**config.mk**
```make
export PLATFORM = sky130hd
export DESIGN_NAME = value_stable_rx
export DESIGN_NICKNAME = d
export VERILOG_FILES = /design/src/rtl/value_stable_rx.sv
export SDC_FILE = /design/constraint.sdc
export NUM_CORES = 1
export LEC_CHECK = 0
export CAP_MARGIN = 20
export CORE_UTILIZATION = 35
export DETAILED_ROUTE_END_ITERATION = 6
export PLACE_DENSITY = 0.58
export SYNTH_ARGS = -nofsm -noshare
export SYNTH_HDL_FRONTEND = slang
export SYNTH_SLANG_ARGS = --single-unit
export TNS_END_PERCENT = 50
```
**constraint.sdc**
```tcl
create_clock -name clk_dst -period 3.85 [get_ports clk_dst]
set_clock_uncertainty 0.2 [all_clocks]
set_input_delay 0.385 -clock clk_dst [delete_from_list [all_inputs] [get_ports clk_dst]]
set_output_delay 0.385 -clock clk_dst [all_outputs]
set_load 0.02 [all_outputs]
```
**src/rtl/value_stable_rx.sv**
```systemverilog
// ---------------------------------------------------------------------------
// value_stable_rx
//
// Destination-side reader for a multi-bit value that crossed a clock domain
// through a per-bit synchronizer. Because individual bits may settle on
// different clk_dst edges, the raw bus can briefly show a mix of old and new
// bits. This block only accepts a value after it has been sampled unchanged
// for STABLE_CYCLES consecutive edges, then offers it to the consumer with a
// valid/ready handshake.
//
// Parameters
//   BITS           width of the transported value
//   STABLE_CYCLES  consecutive equal samples required before commit (1..255)
//
// Ports
//   clk_dst     in   destination clock, the only clock in this block
//   rst_dst_n   in   asynchronous active-low reset
//   value_in    in   synchronized, possibly skewed value from the crossing
//   value_out   out  last committed coherent value
//   value_vld   out  committed value pending consumption
//   value_rdy   in   consumer accepts value_out
//   glitch_cnt  out  saturating count of abandoned candidates
//                    (only when VALUE_STABLE_GLITCH_CNT_EN is defined)
//
// Build option
//   VALUE_STABLE_GLITCH_CNT_EN  adds the glitch_cnt port and its counter.
// ---------------------------------------------------------------------------
module value_stable_rx #(
    parameter int unsigned BITS          = 32,
    parameter int unsigned STABLE_CYCLES = 4
) (
    input  logic            clk_dst,
    input  logic            rst_dst_n,
    input  logic [BITS-1:0] value_in,
    output logic [BITS-1:0] value_out,
    output logic            value_vld,
    input  logic            value_rdy
`ifdef VALUE_STABLE_GLITCH_CNT_EN
    ,
    output logic [7:0]      glitch_cnt
`endif
);

    localparam int unsigned CNT_W = 8;
    // Saturation point of the stability counter; reaching it means the
    // candidate has been seen STABLE_CYCLES times in a row.
    localparam logic [CNT_W-1:0] CNT_LAST = CNT_W'(STABLE_CYCLES - 1);

    typedef enum logic [0:0] {
        TRACK = 1'b0,
        HOLD  = 1'b1
    } state_t;

    state_t            state;
    state_t            state_nxt;
    logic [BITS-1:0]   cand;
    logic [BITS-1:0]   cand_nxt;
    logic [CNT_W-1:0]  cnt;
    logic [CNT_W-1:0]  cnt_nxt;
    logic [BITS-1:0]   out_nxt;
    logic              vld_nxt;
    logic              same_c;
    logic              stable_c;

    // Candidate tracking runs in both states so a value that settles while
    // HOLD is pending is ready to commit as soon as we return to TRACK.
    always_comb begin
        cand_nxt = cand;
        cnt_nxt  = cnt;
        same_c   = (value_in == cand);
        stable_c = same_c && (cnt == CNT_LAST);
        if (!same_c) begin
            cand_nxt = value_in;
            cnt_nxt  = '0;
        end else if (cnt < CNT_LAST) begin
            cnt_nxt = cnt + CNT_W'(1);
        end
    end

    // Next-state and output logic for the commit/handshake FSM.
    always_comb begin
        state_nxt = state;
        out_nxt   = value_out;
        vld_nxt   = value_vld;
        unique case (state)
            TRACK: begin
                // A value equal to what the consumer already has is not news.
                if (stable_c && (cand != value_out)) begin
                    out_nxt   = cand;
                    vld_nxt   = 1'b1;
                    state_nxt = HOLD;
                end
            end
            HOLD: begin
                // Outputs frozen until consumed; at least one vld=0 cycle
                // always follows the handshake.
                if (value_vld && value_rdy) begin
                    vld_nxt   = 1'b0;
                    state_nxt = TRACK;
                end
            end
            default: begin
                state_nxt = TRACK;
                vld_nxt   = 1'b0;
            end
        endcase
    end

    // State and datapath registers.
    always_ff @(posedge clk_dst or negedge rst_dst_n) begin
        if (!rst_dst_n) begin
            state     <= TRACK;
            cand      <= '0;
            cnt       <= '0;
            value_out <= '0;
            value_vld <= 1'b0;
        end else begin
            state     <= state_nxt;
            cand      <= cand_nxt;
            cnt       <= cnt_nxt;
            value_out <= out_nxt;
            value_vld <= vld_nxt;
        end
    end

`ifdef VALUE_STABLE_GLITCH_CNT_EN
    logic glitch_c;

    // A glitch is a candidate abandoned after at least one repeat sample but
    // before it became stable; single-edge skew transients are not counted.
    always_comb begin
        glitch_c = (!same_c) && (cnt != '0) && (cnt < CNT_LAST) && (glitch_cnt != 8'hFF);
    end

    // Saturating glitch counter, cleared only by reset.
    always_ff @(posedge clk_dst or negedge rst_dst_n) begin
        if (!rst_dst_n) begin
            glitch_cnt <= '0;
        end else if (glitch_c) begin
            glitch_cnt <= glitch_cnt + 8'd1;
        end
    end
`endif

endmodule

```
==> metrics.txt, run 1 <==
RSZ-0062 raised after global routing=no; Max Fclk=343 MHz; Ports=68; storage element area=around 0.0019 sq mm; I/O Buffers=67; die area=0.00993 sq mm; Final Setup Violations=0; Chip Height=99.6 um; buffer type at the clock tree root=clkbuf_8; hold buffers post-CTS=0; violated checks=negative hold slack; crit path time final=roughly 2.9 ns; largest net degree at the start of global routing=75; Async SR Flop Fraction=1.00; crit path DAT=2.94 ns; Total Neg Setup Slack=0 ns; Post-Synth Adder-Cell Area=0.00375; slowest cell delay on critical path=~0.53 ns; post-synthesis simple-gate area fraction=0.0712; sequential-to-total area share from yosys stat=0.555; layout cells sized above 1=0.173; Post-synth EDFFs=0; H-tree depth=3; Synth Flop Type=dfrtp_1; post-route ant nets=0; first drt pass iteration count=5; multi-input logic area=0.00132 sq mm; mux cell area share after synthesis=0.142; Clock Sink Count=74; TritonCTS clock tree=yes; total wire length=6510 um; Static Leak=0.00201 uW; Layout area overhead=25.5%; Row Count=35; Max rail drop VDD=0.000135 V; hold_ws=-0.0148 ns; Worst-path clk slew=0.08 ns; complex-gate fraction of the synthesized area=0.00787; number of vias per cell=4.35; FF+latch count, synth=74; total of max-cap violations=0; DRC Markers=0; post-synthesis xor/xnor area fraction=0.171; initial core utilization=0.361; HP Class=in2async; commonest non-fill, non-tap cell in the layout=dfrtp_1; crit path buf inv count=1; grt ovf=0; Layout Nets=331; commonest non-fill, non-tap cells in the layout=74 x dfrtp_1, 66 x clkdlybuf4s50_1, 64 x xor2_1; ANT cells=0; Cell Count, Final, Fillers Out=between 400 and 500; Cell variety after synth=19; die width=99.6 um; max-slew violations=0; Net Count, Synth=288; Mapped Area=0.00334 sq mm; Worst Setup End Kind=flop; total track usage=0.146; Crit Path Class=reg2reg; gpl congestion=approximately 0.7; critical path peak fanout=17; PD cells=roughly 340 mW/mm^2; worst slack, placed=roughly 0.6 ns; Avg Cell Area, Syn=13.2 sq um; CP Cell Sequence=xor2_1 > nor4_1 > nand4_1 > o2111ai_4 > buf_4 > mux2_2; Cells after DPL=just over 400; initial antenna violation count=0; crit-path leading delay family=simple AND/OR/NAND/NOR gates; HPWL Detailed=4650 um; vias in the first global route=2,063; Skew-Pair Late Insertion Delay=0.34 ns; total core area=0.00924 sq mm; Vias=1,867; Filler cells=872; Slew @ Worst Pin=about 0.93 ns; Initial DRC Count=71; Rel. slew slack=0.377; Worst path slowest cell=nor4_1; DR WL/cell=15.2 um; post-CTS setup repair buffer count=0; global-route wire length before repair=10,800 um; CTS Buf Count=9; status=finished, violations left; CTS Buffer Depth=2; Fin. Hold Viols=15; Synth Instances=about 250; CP required=~3.9 ns; post-CTS sizing=0; main combinational cell family by area after synthesis=XOR/XNOR gates; count of yosys warnings during synthesis=0; CP Launch Type=flop; final worst slack=0.938 ns; fin crit share=0.756
[path summary, 6_finish.rpt]
check                                from             to  slack [ns]  depth (start not counted)
worst max-delay path             cand[27]  value_out[28]        0.94                          6
worst min-delay path            rst_dst_n        cand[9]       -0.01                          1
worst max register to register   cand[27]  value_out[28]        0.94                          6
worst min register to register      state          state        0.32                          2
max in group asynchronous       rst_dst_n       cand[30]        2.87                          1
min in group clk_dst                state          state        0.32                          2
[routing by layer]
metal,routed length (um),GRT usage
met1,3280,0.210
met2,2860,0.207
met3,297,0.0450
met4,67,0.0498
met5,0,0
[cells in the mapped netlist (all sizes together), types with 2 or more instances]
| library cell | n | share of area |
|---|---|---|
| clkbuf | 32 | 0.036 |
| nor3 | 2 | 0.0030 |
| nand4 | 4 | 0.0075 |
| dfrtp | 74 | 0.55 |
| and3 | 6 | 0.011 |
| buf | 5 | 0.013 |
| mux2 | 32 | 0.14 |
| nor4 | 17 | 0.032 |
| nand2 | 7 | 0.0079 |
| nor2 | 2 | 0.0023 |
| and4 | 2 | 0.0053 |
| xor2 | 64 | 0.17 |
[power breakdown]
part	switching, uW	internal [uW]	leakage, uW
combinational	49.3	53.8	0.000969
clock	293	231	0.0000810
sequential	19.3	794	0.000960
[sequential cells by signal, summed over array words and instances, names as in the netlist]
signal / count
cand: 32
value_out: 32
cnt: 8
state: 1
value_vld: 1
[final cells by class]
| type | instances | area share |
|---|---|---|
| clock inverter | 7 | 0.0111 |
| clock buffer | 9 | 0.0296 |
| multi-input combinational | 141 | 0.316 |
| timing repair buffer | 69 | 0.163 |
| sequential | 74 | 0.442 |
| tap | 129 | 0.0385 |
[through the flow]
stage / area [sq um] / hold slack [ns] / power, uW / utilization
after global placement: 4020 / 0.295 / 935 / 0.435
after floorplan: 3340 / -0.111 / 871 / -
after CTS: 4190 / 0.00918 / 1460 / 0.453
after global routing: 4190 / 0.0434 / 1520 / 0.453
final: 4190 / -0.0148 / 1440 / 0.453
after detailed placement: 4020 / 0.295 / 935 / 0.435
[cell families after synthesis]
family                     count (synthesis)
adders and majority gates                  1
buffers and inverters                     37
muxes                                     33
and+or+nand+nor                           41
AOI/OAI and AO/OA                          1
DFF                                       74
xor gates and xnor gates                  65
No activity file was read; power rests on OpenSTA's default activity.
==> run 2, diff against run 1 <==
--- a/config.mk
+++ b/config.mk
@@ -8,7 +8,7 @@
 export CAP_MARGIN = 20
 export CORE_UTILIZATION = 35
 export DETAILED_ROUTE_END_ITERATION = 6
-export PLACE_DENSITY = 0.58
+export PLACE_DENSITY = 0.6
 export SYNTH_ARGS = -nofsm -noshare
 export SYNTH_HDL_FRONTEND = slang
 export SYNTH_SLANG_ARGS = --single-unit
==> constraint.sdc (replaced) <==
create_clock -name clk_dst -period 2.6 [get_ports clk_dst]
set_clock_uncertainty 0.2 [all_clocks]
set_input_delay 0.26 -clock clk_dst [delete_from_list [all_inputs] [get_ports clk_dst]]
set_output_delay 0.26 -clock clk_dst [all_outputs]
set_load 0.02 [all_outputs]
==> run 2 against run 1 <==
  * The run now ends clean
  * Non-clock buffer count rose by 7
  * Final area rose by 1.8%
  * Critical path depth did not move
  * First-iteration DRC count fell by 52%
  * Clock power rose by 53%
  * Sequential power rose by 48%
  * Power rose by 50%
  * Hold slack improved by 0.21 ns
  * Critical path type unchanged
==> metrics.txt, run 2 (same netlist as run 1, synthesis figures left out) <==
Layout Nets=338; max-slew violations=0; fin util=0.461; PD cells=508 mW/mm^2; FF-to-FF Start=cand[23]; buffer type at the clock tree root=clkbuf_8; Max rail drop VDD=0.000221 V; Initial DRC Count=34; Clock Sink Count=74; commonest non-fill, non-tap cell in the layout=dfrtp_1; DRC Markers=0; total wire length=6550 um; fin crit share=0.966; crit path capture=value_out[27]; placed standard-cell area=0.00408 sq mm; grt ovf=0; initial antenna violation count=0; CTS Buf Count=9; critical path peak fanout=25; vias in the first global route=1,993; crit path DAT=~2.5 ns; Vias=1,914; Hold Path Depth=1; die width=99.6 um; power after layout=2170 uW; first drt pass iteration count=4; total of max-cap violations=0; HP Class=in2reg; global-route wire length before repair=10,400 um; DR WL/cell=15.1 um; layout cells sized above 1=0.183; Rel. slew slack=0.375; I/O Buffers=67; crit-path leading delay family=simple AND/OR/NAND/NOR gates; CP Launch Type=flop; status=finished, final reports clean; Worst Setup End Kind=flop; Final Setup Violations=0; top flop regs=cand: 32 flops, value_out: 32 flops, cnt: 8 flops; CP required=2.63 ns; Crit Path Class=reg2reg; crit path buf inv count=1; Fin. Hold Viols=0; total core area=0.00924 sq mm; gpl congestion=about 0.75; worst r2r dst=value_out[27]; CTS Buffer Depth=2; commonest non-fill, non-tap cells in the layout=74 x dfrtp_1, 66 x clkdlybuf4s50_1, 64 x xor2_1; Layout area overhead=27.7%; post-CTS setup repair buffer count=0; Crit path depth=6; initial core utilization=0.361; ANT cells=0; crit path time final=2.51 ns; Max Fclk=roughly 400 MHz; Finished Cell Area=roughly 0.0043 sq mm; Total Neg Setup Slack=0 ns; Cells after DPL=419; post-route ant nets=0; Worst-path clk slew=0.08 ns; Static Leak=0.00206 uW; HPWL Detailed=4610 um; Row Count=35; Worst Reg-to-Reg Cells=6; number of vias per cell=4.40; H-tree depth=3; Slew @ Worst Pin=0.937 ns; Chip Height=around 100 um; crit path from=cand[23]; total track usage=0.144; worst reg-to-reg setup slack=0.09 ns; Skew-Pair Late Insertion Delay=0.35 ns; TritonCTS clock tree=yes; die area=roughly 0.01 sq mm; CP Cell Sequence=xor2_1 > nor4_1 > nand4_1 > o2111ai_4 > buf_12 > mux2_2; Cell Count, Final, Fillers Out=435; largest net degree at the start of global routing=75; RSZ-0062 raised after global routing=no; slowest cell delay on critical path=0.47 ns; Ports=68; Worst path slowest cell=nor4_1
## run 2: worst reg2reg max path, cell delays in order, from the launching register on
cell       delay, ns
dfrtp_1         0.42
xor2_1          0.17
nor4_1          0.47
nand4_1         0.23
o2111ai_4       0.28
buf_12          0.26
mux2_2          0.37
## run 2: repair_timing
action / CTS / global route
setup endpoints to repair: 0 / 1
resized for setup: 0 / 1
endpoints found under the hold margin: 74 / 0
hold buffers: 1 / 0
## run 2: where the power goes
part	internal [uW]	switching, uW	total [uW]
clock network	393	411	804
logic	84.1	74.8	159
registers	1180	28.8	1200
total	1650	514	2170
## run 2: stage by stage
step	setup WS [ns]	hold WS (ns)
CTS	0.109	0.186
finish	0.0879	0.197
global placement	-0.101	0.280
detailed placement	-0.0820	0.266
global route	0.0219	0.186
floorplan	0.388	-0.236
## run 2: worst min-delay path by stage
stage,to,slack (ns),start
2_1_floorplan,cand[0],-0.24,rst_dst_n
3_3_place_gp,value_out[22],0.28,rst_dst_n
3_5_place_dp,cand[22],0.27,rst_dst_n
4_1_cts,cand[17],0.19,value_in[17]
5_1_grt,cand[9],0.19,value_in[9]
6_report,cand[3],0.20,value_in[3]
## run 2: area by class of cell
cell class,instances,area [sq um]
Fill cell,861,4980
Sequential cell,74,1850
Multi-Input combinational cell,141,1330
Timing Repair Buffer,76,751
Tap cell,129,161
Clock buffer,13,159
Clock inverter,2,12.5
## run 2: routing by layer
metal / global-route usage / vias up / wire length [um]
li1: - / 929 / -
met1: 0.198 / 928 / 3220
met2: 0.213 / 46 / 2960
met3: 0.0429 / 11 / 273
met4: 0.0611 / 0 / 94
met5: 0 / - / 0
